[config.mk]
export PLATFORM = sky130hd
export DESIGN_NAME = ser2par_fifo
export DESIGN_NICKNAME = d
export VERILOG_FILES = /design/src/rtl/ser2par_fifo.sv
export SDC_FILE = /design/constraint.sdc
export NUM_CORES = 1
export LEC_CHECK = 0
export ABC_AREA = 1
export CORE_ASPECT_RATIO = 1.75
export CORE_MARGIN = 2
export CORE_UTILIZATION = 45
export DETAILED_ROUTE_END_ITERATION = 8
export PLACE_DENSITY = 0.66
export REMOVE_ABC_BUFFERS = 1
export SYNTH_ARGS = -nofsm -noshare
export SYNTH_HDL_FRONTEND = slang
export SYNTH_SLANG_ARGS = --single-unit
[constraint.sdc]
create_clock -name clk -period 3 [get_ports clk]
set_clock_uncertainty 0.05 [all_clocks]
set_input_delay 0.9 -clock clk [delete_from_list [all_inputs] [get_ports clk]]
set_output_delay 0.9 -clock clk [all_outputs]
set_load 0.05 [all_outputs]
[src/rtl/ser2par_fifo.sv]
// ser2par_fifo
//
// Serial-to-parallel converter feeding a small output FIFO with a
// valid/ready handshake. One serial bit is accepted on every clk edge where
// wr_n is low. A word is pushed into the FIFO on the edge that accepts its
// last bit. Dropping wr_n high in the middle of a word discards the partial
// word and pulses abort. Words that arrive while the FIFO is full and not
// being popped are dropped, and the sticky ovf flag is set.
//
// Parameters:
//   DATA_W     word width, 2..32
//   MSB_FIRST  1: first serial bit lands in dout[DATA_W-1]; 0: in dout[0]
//   DEPTH      FIFO depth in words, power of two, >= 2
//
// Ports:
//   clk       clock, all logic on posedge
//   rst       asynchronous active-high reset
//   wr_n      active-low bit enable
//   din       serial data bit
//   dout_rdy  consumer ready
//   dout_vld  FIFO head valid
//   dout      FIFO head word, zero when dout_vld=0
//   level     words held in the FIFO (0..DEPTH)
//   abort     one-cycle pulse when a partial word is discarded
//   ovf       sticky overflow flag
//   ovf_clr   clears ovf (a same-cycle overflow takes priority)

module ser2par_fifo #(
  parameter int DATA_W    = 8,
  parameter bit MSB_FIRST = 1'b1,
  parameter int DEPTH     = 4
) (
  input  logic                     clk,
  input  logic                     rst,
  input  logic                     wr_n,
  input  logic                     din,
  input  logic                     dout_rdy,
  output logic                     dout_vld,
  output logic [DATA_W-1:0]        dout,
  output logic [$clog2(DEPTH):0]   level,
  output logic                     abort,
  output logic                     ovf,
  input  logic                     ovf_clr
);

  localparam int CW = $clog2(DATA_W);
  localparam int PW = $clog2(DEPTH);
  localparam int LW = PW + 1;
  localparam logic [CW-1:0] CNT_LAST = CW'(DATA_W - 1);

  // Only DATA_W-1 bits ever wait in the shift register; the final bit of a
  // word comes straight from din on the completion edge.
  logic [DATA_W-2:0] sh_q, sh_d;
  logic [CW-1:0]     cnt_q, cnt_d;
  logic              abort_q, abort_d;
  logic              ovf_q, ovf_d;
  logic [PW-1:0]     wptr_q, wptr_d;
  logic [PW-1:0]     rptr_q, rptr_d;
  logic [LW-1:0]     level_q, level_d;
  logic [DATA_W-1:0] mem_q [DEPTH];
  logic [DATA_W-1:0] mem_d [DEPTH];

  logic [DATA_W-1:0] word;
  logic              push, pop, full, accept, drop;

  // Shift register contents with the current din appended in the
  // configured bit order.
  always_comb begin
    if (MSB_FIRST) word = {sh_q, din};
    else           word = {din, sh_q};
  end

  always_comb begin
    sh_d    = sh_q;
    cnt_d   = cnt_q;
    abort_d = 1'b0;
    if (!wr_n) begin
      if (cnt_q == CNT_LAST) begin
        sh_d  = '0;
        cnt_d = '0;
      end else begin
        if (MSB_FIRST) sh_d = word[DATA_W-2:0];
        else           sh_d = word[DATA_W-1:1];
        cnt_d = cnt_q + CW'(1);
      end
    end else if (cnt_q != '0) begin
      sh_d    = '0;
      cnt_d   = '0;
      abort_d = 1'b1;
    end
  end

  assign push     = !wr_n && (cnt_q == CNT_LAST);
  assign dout_vld = (level_q != '0);
  assign pop      = dout_vld && dout_rdy;
  assign full     = (level_q == LW'(DEPTH));
  // A pop on the same edge frees the slot, so a push into a full FIFO is
  // still accepted in that case.
  assign accept   = push && (!full || pop);
  assign drop     = push && full && !pop;

  always_comb begin
    mem_d = mem_q;
    if (accept) mem_d[wptr_q] = word;
  end

  always_comb begin
    wptr_d  = accept ? wptr_q + PW'(1) : wptr_q;
    rptr_d  = pop    ? rptr_q + PW'(1) : rptr_q;
    level_d = level_q;
    if (accept && !pop)      level_d = level_q + LW'(1);
    else if (!accept && pop) level_d = level_q - LW'(1);
  end

  always_comb begin
    ovf_d = ovf_q;
    if (drop)         ovf_d = 1'b1;
    else if (ovf_clr) ovf_d = 1'b0;
  end

  always_ff @(posedge clk or posedge rst) begin
    if (rst) begin
      sh_q    <= '0;
      cnt_q   <= '0;
      abort_q <= 1'b0;
      ovf_q   <= 1'b0;
      wptr_q  <= '0;
      rptr_q  <= '0;
      level_q <= '0;
      for (int i = 0; i < DEPTH; i++) mem_q[i] <= '0;
    end else begin
      sh_q    <= sh_d;
      cnt_q   <= cnt_d;
      abort_q <= abort_d;
      ovf_q   <= ovf_d;
      wptr_q  <= wptr_d;
      rptr_q  <= rptr_d;
      level_q <= level_d;
      mem_q   <= mem_d;
    end
  end

  assign dout  = dout_vld ? mem_q[rptr_q] : '0;
  assign level = level_q;
  assign abort = abort_q;
  assign ovf   = ovf_q;

endmodule

==> flow_metrics.env, run 1 <==
export IMPL_status="completed"
export IMPL_yosysSeqAreaShare=0.4800
export IMPL_synth_area_per_cell_um2=8.081
export IMPL_num_antenna_cells=0
export IMPL_final_hold_viol_count=0
export IMPL_seq_area_um2=1276
export IMPL_ir_drop_mv=0.4843
export IMPL_port_buffers=19
export IMPL_max_slew_margin=0.5671
export IMPL_drt_wl_total_um=6059
export IMPL_cts_sinks=51
export IMPL_cts_htree_levels=2
export IMPL_clock_latency_ns=0.30
export IMPL_setup_viol=0
export IMPL_start_kind="flop"
export IMPL_cts_resized_gates=0
export IMPL_die_area_um2=6564
export IMPL_maxCapViolCount=0
export IMPL_die_w_um=62.11
export IMPL_p_clk_frac=0.186
export IMPL_grt_pass1_vias=2154
export IMPL_dp_hpwl_um=4258
export IMPL_final_util=0.5239
export IMPL_end_kind="output port"
export IMPL_p_comb_frac=0.468
export IMPL_yosys_warnings=0
export IMPL_drt_iter0_markers=91
export IMPL_ios=20
export IMPL_cts_reportedPaths_clkPinSlew_ns=0.09
export IMPL_timing_fmax_mhz=368.2
export IMPL_grtUsageTotal=0.2031
export IMPL_crit_type="reg -> out"
export IMPL_critPathMaxFanout=4
export IMPL_cts_tree="built"
export IMPL_antenna_found_initial=0
export IMPL_p_leak_nw=1.540
export IMPL_maxSlewViolCount=0
export IMPL_cts_buffer_depth=2
export IMPL_nFillCells=567
export IMPL_grt_max_degree=52
export IMPL_grt_first_pass_wirelength_um=10450
export IMPL_cp_arrival_ns=1.77
export IMPL_core_area_um2=5787
export IMPL_firstDrtPassIters=4
export IMPL_hold_path_class="reg -> reg"
export IMPL_p_per_area_nw_per_um2=826.7
export IMPL_place_worst_setup_slack_ns=0.1776
export IMPL_worstMarginPinSlew_ns=0.6494
export IMPL_drc_errors=0
export IMPL_dieHeight_um=105.7
export IMPL_cts_hold_buf=0
export IMPL_num_rows=37
export IMPL_wl_per_cell_um=14.36
export IMPL_synthDistinctLibCells=20
export IMPL_fin_nets=359
export IMPL_avgViaCountPerCell=5.140
export IMPL_required_ns=2.05
export IMPL_finalCritPeriodShare=0.9052
export IMPL_power_frac_seq=0.345
export IMPL_p_sw_frac=0.4253
export IMPL_post_cts_setup_buffers=0
export IMPL_syn_inst=329
export IMPL_cts_root_buf="clkbuf_8"
export IMPL_multi_input_area_um2=1094
export IMPL_switchingPower_mw=1.066
export IMPL_cts_buffers=5
export IMPL_synthesis_area_um2=2659
export IMPL_layout_drive_gt1_share=0.08140
export IMPL_start_util=0.4595
export IMPL_routabilityCongestion=0.8270
export IMPL_rsz0062_at_grt="false"
export IMPL_syn_to_final_growth_pct=14.02
export IMPL_fin_crit_ns=2.716
export IMPL_vias=2169
export IMPL_yosys_register_bits=51
export IMPL_ant_nets=0
export IMPL_overflow=0
export IMPL_fin_ws_ns=0.2843
export IMPL_power_internal_mw=1.440
[kinds of logic (layout without fill, tap and decap cells)]
group	count (synthesis)	in the layout	synth area share
AND/OR/NAND/NOR	188	188	0.3153
XOR/XNOR	4	4	0.01318
adder cells (fa/ha/maj)	9	9	0.04518
AO/OA/AOI/OAI	20	20	0.03764
flip-flops	51	51	0.4800
buffers and inverters	57	72	0.1087
[per-layer routing]
layer,up-vias,track usage,routed length (um)
li1,1081,-,-
met1,1048,0.2273,2453
met2,27,0.3773,3308
met3,13,0.01814,113
met4,0,0.1063,183
met5,-,0,0
[final cells by class]
cell class,instances,share of cell area
clock buffer,6,0.02394
clock inverter,1,0.009905
inverter,41,0.05076
multi-input combinational,221,0.3607
sequential,51,0.4210
tap,78,0.03219
timing repair buffer,24,0.1015
[final timing paths]
| kind | startpoint | cells after the start | to | slack (ns) |
|---|---|---|---|---|
| max in group asynchronous | rst | 3 | level[0]$_DFFE_PP0P_ | 1.43 |
| min | mem_q[22]$_DFFE_PP0P_ | 2 | mem_q[22]$_DFFE_PP0P_ | 0.42 |
| max | level[0]$_DFFE_PP0P_ | 3 | dout_vld | 0.28 |
| min in group asynchronous | rst | 3 | mem_q[23]$_DFFE_PP0P_ | 1.03 |
| max reg2reg | cnt_q[0]$_DFFE_PP0P_ | 11 | level[1]$_DFFE_PP0P_ | 0.86 |
| min reg2reg | mem_q[22]$_DFFE_PP0P_ | 2 | mem_q[22]$_DFFE_PP0P_ | 0.42 |
[synth_stat cells (all sizes together)]
master | number | area share
a21oi | 9 | 0.017
buf | 13 | 0.047
clkbuf | 3 | 0.0042
clkinv | 1 | 0.0014
dfrtp | 51 | 0.48
fa | 1 | 0.0075
ha | 8 | 0.038
inv | 40 | 0.056
nand2 | 128 | 0.18
nand3 | 24 | 0.051
nand4 | 32 | 0.075
nor2 | 4 | 0.0085
o21ai | 11 | 0.021
xnor2 | 2 | 0.0066
xor2 | 2 | 0.0066
[flip-flops by register name, summed over array words and instances, names as in the netlist]
signal and flops:
mem_q 32, level 3, abort 1, rptr_q 2, wptr_q 2, cnt_q 3, sh_q 7, ovf 1
[worst max-delay path: stages, from the launching register on]
cell	delay, ns
dfrtp_1	0.45
nor2_1	0.10
nand2_1	0.10
clkdlybuf4s50_1	0.81
[per-stage QoR]
stage | TNS, ns | power [mW] | instances | hold WS, ns | instance area (um2)
6_report | 0 | 2.506 | 422 | 0.4242 | 3032
5_1_grt | 0 | 2.642 | 422 | 0.4530 | 3032
4_1_cts | 0 | 2.526 | 422 | 0.4307 | 3032
3_5_place_dp | 0 | 2.062 | 415 | 0.4086 | 2929
3_3_place_gp | 0 | 2.050 | 415 | 0.4029 | 2929
2_1_floorplan | -1.454 | 1.572 | 313 | 0.3917 | 2524
[layout by cell type, fill, tap and decap left out, drive strengths merged]
cell type      netlist  routed
nand2              128     128
dfrtp               51      51
inv                 40      40
nand4               32      32
nand3               24      24
buf                 13      13
o21ai               11      11
clkdlybuf4s50        0      11
a21oi                9       9
ha                   8       8
clkbuf               3       6
nor2                 4       4
xnor2                2       2
xor2                 2       2
clkinv               1       1
fa                   1       1
bufinv               0       1
[power by group through the flow]
stage | Clock, mW | Sequential [mW] | Combinational (mW)
after floorplan | 0 | 0.975 | 0.597
after CTS | 0.475 | 0.865 | 1.19
after global placement | 0 | 0.873 | 1.18
after global routing | 0.502 | 0.878 | 1.26
final | 0.467 | 0.866 | 1.17
after detailed placement | 0 | 0.878 | 1.18
Note: power is estimated with default switching activity, not from simulation.
==> run 2, diff against run 1 <==
--- a/config.mk
+++ b/config.mk
@@ -10,7 +10,7 @@
 export CORE_MARGIN = 2
 export CORE_UTILIZATION = 45
 export DETAILED_ROUTE_END_ITERATION = 8
-export PLACE_DENSITY = 0.66
+export PLACE_DENSITY = 0.68
 export REMOVE_ABC_BUFFERS = 1
 export SYNTH_ARGS = -nofsm -noshare
 export SYNTH_HDL_FRONTEND = slang
==> constraint.sdc (replaced) <==
create_clock -name clk -period 2.2 [get_ports clk]
set_clock_uncertainty 0.05 [all_clocks]
set_input_delay 0.66 -clock clk [delete_from_list [all_inputs] [get_ports clk]]
set_output_delay 0.66 -clock clk [all_outputs]
set_load 0.05 [all_outputs]
==> flow_metrics.env, run 2 (synthesized netlist as in run 1, its figures left out) <==
export IMPL_layout_drive_gt1_share=0.2437
export IMPL_largest_reg_flops=32
export IMPL_switchingPower_mw=1.750
export IMPL_maxSlewViolCount=0
export IMPL_placed_cells=423
export IMPL_reg_top3="mem_q: 32 flops, sh_q: 7 flops"
export IMPL_cts_buffer_depth=2
export IMPL_hold_path_endpoint="mem_q[16]$_DFFE_PP0P_"
export IMPL_fin_area_um2=3397
export IMPL_finalCritPeriodShare=1.042
export IMPL_port_buffers=19
export IMPL_required_ns=1.49
export IMPL_hold_path_class="reg -> reg"
export IMPL_p_sw_frac=0.4484
export IMPL_setup_viol=8
export IMPL_wl_per_cell_um=15.12
export IMPL_cts_sinks=51
export IMPL_violations="setup timing"
export IMPL_end_kind="output port"
export IMPL_r2r_slack_ns=0.21
export IMPL_dp_hpwl_um=4249
export IMPL_power_frac_seq=0.309
export IMPL_r2r_start="cnt_q[1]$_DFFE_PP0P_"
export IMPL_num_antenna_cells=0
export IMPL_cts_htree_levels=2
export IMPL_avgViaCountPerCell=5.218
export IMPL_top_register="mem_q"
export IMPL_cts_hold_buf=0
export IMPL_fin_crit_ns=2.293
export IMPL_max_slew_margin=0.6672
export IMPL_dieHeight_um=105.7
export IMPL_start_util=0.4595
export IMPL_crit_type="reg -> out"
export IMPL_p_per_area_nw_per_um2=1149
export IMPL_grt_max_degree=52
export IMPL_grtUsageTotal=0.2011
export IMPL_routabilityCongestion=0.7897
export IMPL_drt_wl_total_um=6579
export IMPL_grt_first_pass_wirelength_um=10170
export IMPL_status="complete, but fails checks"
export IMPL_place_area_um2=3004
export IMPL_rr_worst_depth=12
export IMPL_ios=20
export IMPL_r2r_end="level[2]$_DFFE_PP0P_"
export IMPL_start_kind="flop"
export IMPL_maxCapViolCount=0
export IMPL_hold_depth=2
export IMPL_drt_iter0_markers=104
export IMPL_fin_cells=435
export IMPL_mostFrequentLayoutCells="nand2_1, dfrtp_1, inv_1"
export IMPL_multi_input_area_um2=1294
export IMPL_p_comb_frac=0.539
export IMPL_firstDrtPassIters=4
export IMPL_fin_ws_ns=-0.09261
export IMPL_cts_buffers=5
export IMPL_syn_to_final_growth_pct=27.76
export IMPL_core_area_um2=5787
export IMPL_cp_arrival_ns=1.58
export IMPL_cts_reportedPaths_clkPinSlew_ns=0.11
export IMPL_overflow=0
export IMPL_p_leak_nw=1.679
export IMPL_antenna_found_initial=0
export IMPL_p_clk_frac=0.152
export IMPL_grt_pass1_vias=2127
export IMPL_rsz0062_at_grt="true"
export IMPL_drc_errors=0
export IMPL_timing_fmax_mhz=436.2
export IMPL_die_w_um=62.11
export IMPL_worstMarginPinSlew_ns=0.4984
export IMPL_final_hold_viol_count=0
export IMPL_die_area_um2=6564
export IMPL_final_common_cell="nand2_1"
export IMPL_nFillCells=537
export IMPL_fin_nets=371
export IMPL_seq_area_um2=1277
export IMPL_num_rows=37
export IMPL_ant_nets=0
export IMPL_critPathMaxFanout=5
export IMPL_ir_drop_mv=0.8784
export IMPL_hp_start="mem_q[16]$_DFFE_PP0P_"
export IMPL_clock_latency_ns=0.31
export IMPL_cts_root_buf="clkbuf_8"
export IMPL_vias=2270
export IMPL_power_internal_mw=2.153
export IMPL_place_worst_setup_slack_ns=-0.3192
export IMPL_cts_tree="built"
run 2: cell types whose count changed in the layout (fill, tap and decap cells not counted), moves of 6 or more:
cell             change
nand3_1              -9
buf_4               +11
nand2_2             +16
nand2_1             -17
a21oi_4              +6
nand3_2              +6
a21oi_1              -8
clkdlybuf4s50_1      -7
run 2: routing by layer:
| layer | wire length [um] | GRT usage | share of wire |
|---|---|---|---|
| met3 | 195 | 0.02348 | 0.030 |
| met2 | 3763 | 0.3750 | 0.57 |
| met4 | 216 | 0.09048 | 0.033 |
| met5 | 0 | 0 | 0 |
| met1 | 2403 | 0.2267 | 0.37 |
run 2: repair_timing:
action	in CTS	in global routing
gates cloned	0	2
resized for setup	14	47
pin swaps	3	25
hold endpoints to repair	0	0
buffers inserted	0	2
setup endpoints to repair	8	13
run 2: through the flow:
| step | hold slack (ns) | TNS (ns) | total power, mW | utilization |
|---|---|---|---|---|
| CTS | 0.4313 | -0.1198 | 3.544 | 0.5434 |
| detailed placement | 0.4079 | -3.412 | 2.885 | 0.5191 |
| finish | 0.4319 | -0.4577 | 3.903 | 0.5870 |
| global placement | 0.4040 | -3.081 | 2.853 | 0.5191 |
| global route | 0.4445 | -0.6890 | 4.087 | 0.5870 |
| floorplan | 0.3917 | -7.138 | 2.144 | - |
run 2: worst max path at each step:
stage                           end  slack (ns)                   from  cells past startpoint
2_1_floorplan               dout[0]       -0.74   level[0]$_DFFE_PP0P_                      4
3_3_place_gp   level[2]$_DFFE_PP0P_       -0.30                   wr_n                     10
3_5_place_dp   level[2]$_DFFE_PP0P_       -0.32                   wr_n                     10
4_1_cts                     dout[7]       -0.03  rptr_q[0]$_DFFE_PP0P_                      5
5_1_grt                     dout[7]        -0.1  rptr_q[0]$_DFFE_PP0P_                      5
6_report                    dout[7]       -0.09  rptr_q[0]$_DFFE_PP0P_                      6
run 2: critical path: stages (launching register included):
cell	delay [ns]
dfrtp_2	0.53
buf_8	0.16
nand2_1	0.05
nand2_1	0.06
nand2_1	0.09
a21oi_4	0.20
buf_12	0.16
run 2: area by class of cell:
class	count	area share
flip-flops and latches	51	0.3761
clock inverters	2	0.004788
multi-input cells	221	0.3808
inverters	41	0.04899
repair buffers	36	0.1363
clock buffers	6	0.02431
well taps	78	0.02873
run 2: power by group through the flow:
stage	clock network (mW)	logic, mW	registers [mW]
2_1_floorplan	0	0.814	1.33
3_3_place_gp	0	1.67	1.18
4_1_cts	0.602	1.77	1.17
6_report	0.593	2.10	1.21
3_5_place_dp	0	1.70	1.19
5_1_grt	0.634	2.23	1.22
==> run 3, diff against run 2 <==
--- a/config.mk
+++ b/config.mk
@@ -12,6 +12,7 @@
 export DETAILED_ROUTE_END_ITERATION = 8
 export PLACE_DENSITY = 0.68
 export REMOVE_ABC_BUFFERS = 1
+export SLEW_MARGIN = 0
 export SYNTH_ARGS = -nofsm -noshare
 export SYNTH_HDL_FRONTEND = slang
 export SYNTH_SLANG_ARGS = --single-unit
==> results of run 3 <==
No change in the layout: final DEF, timing and power equal those of run 2.
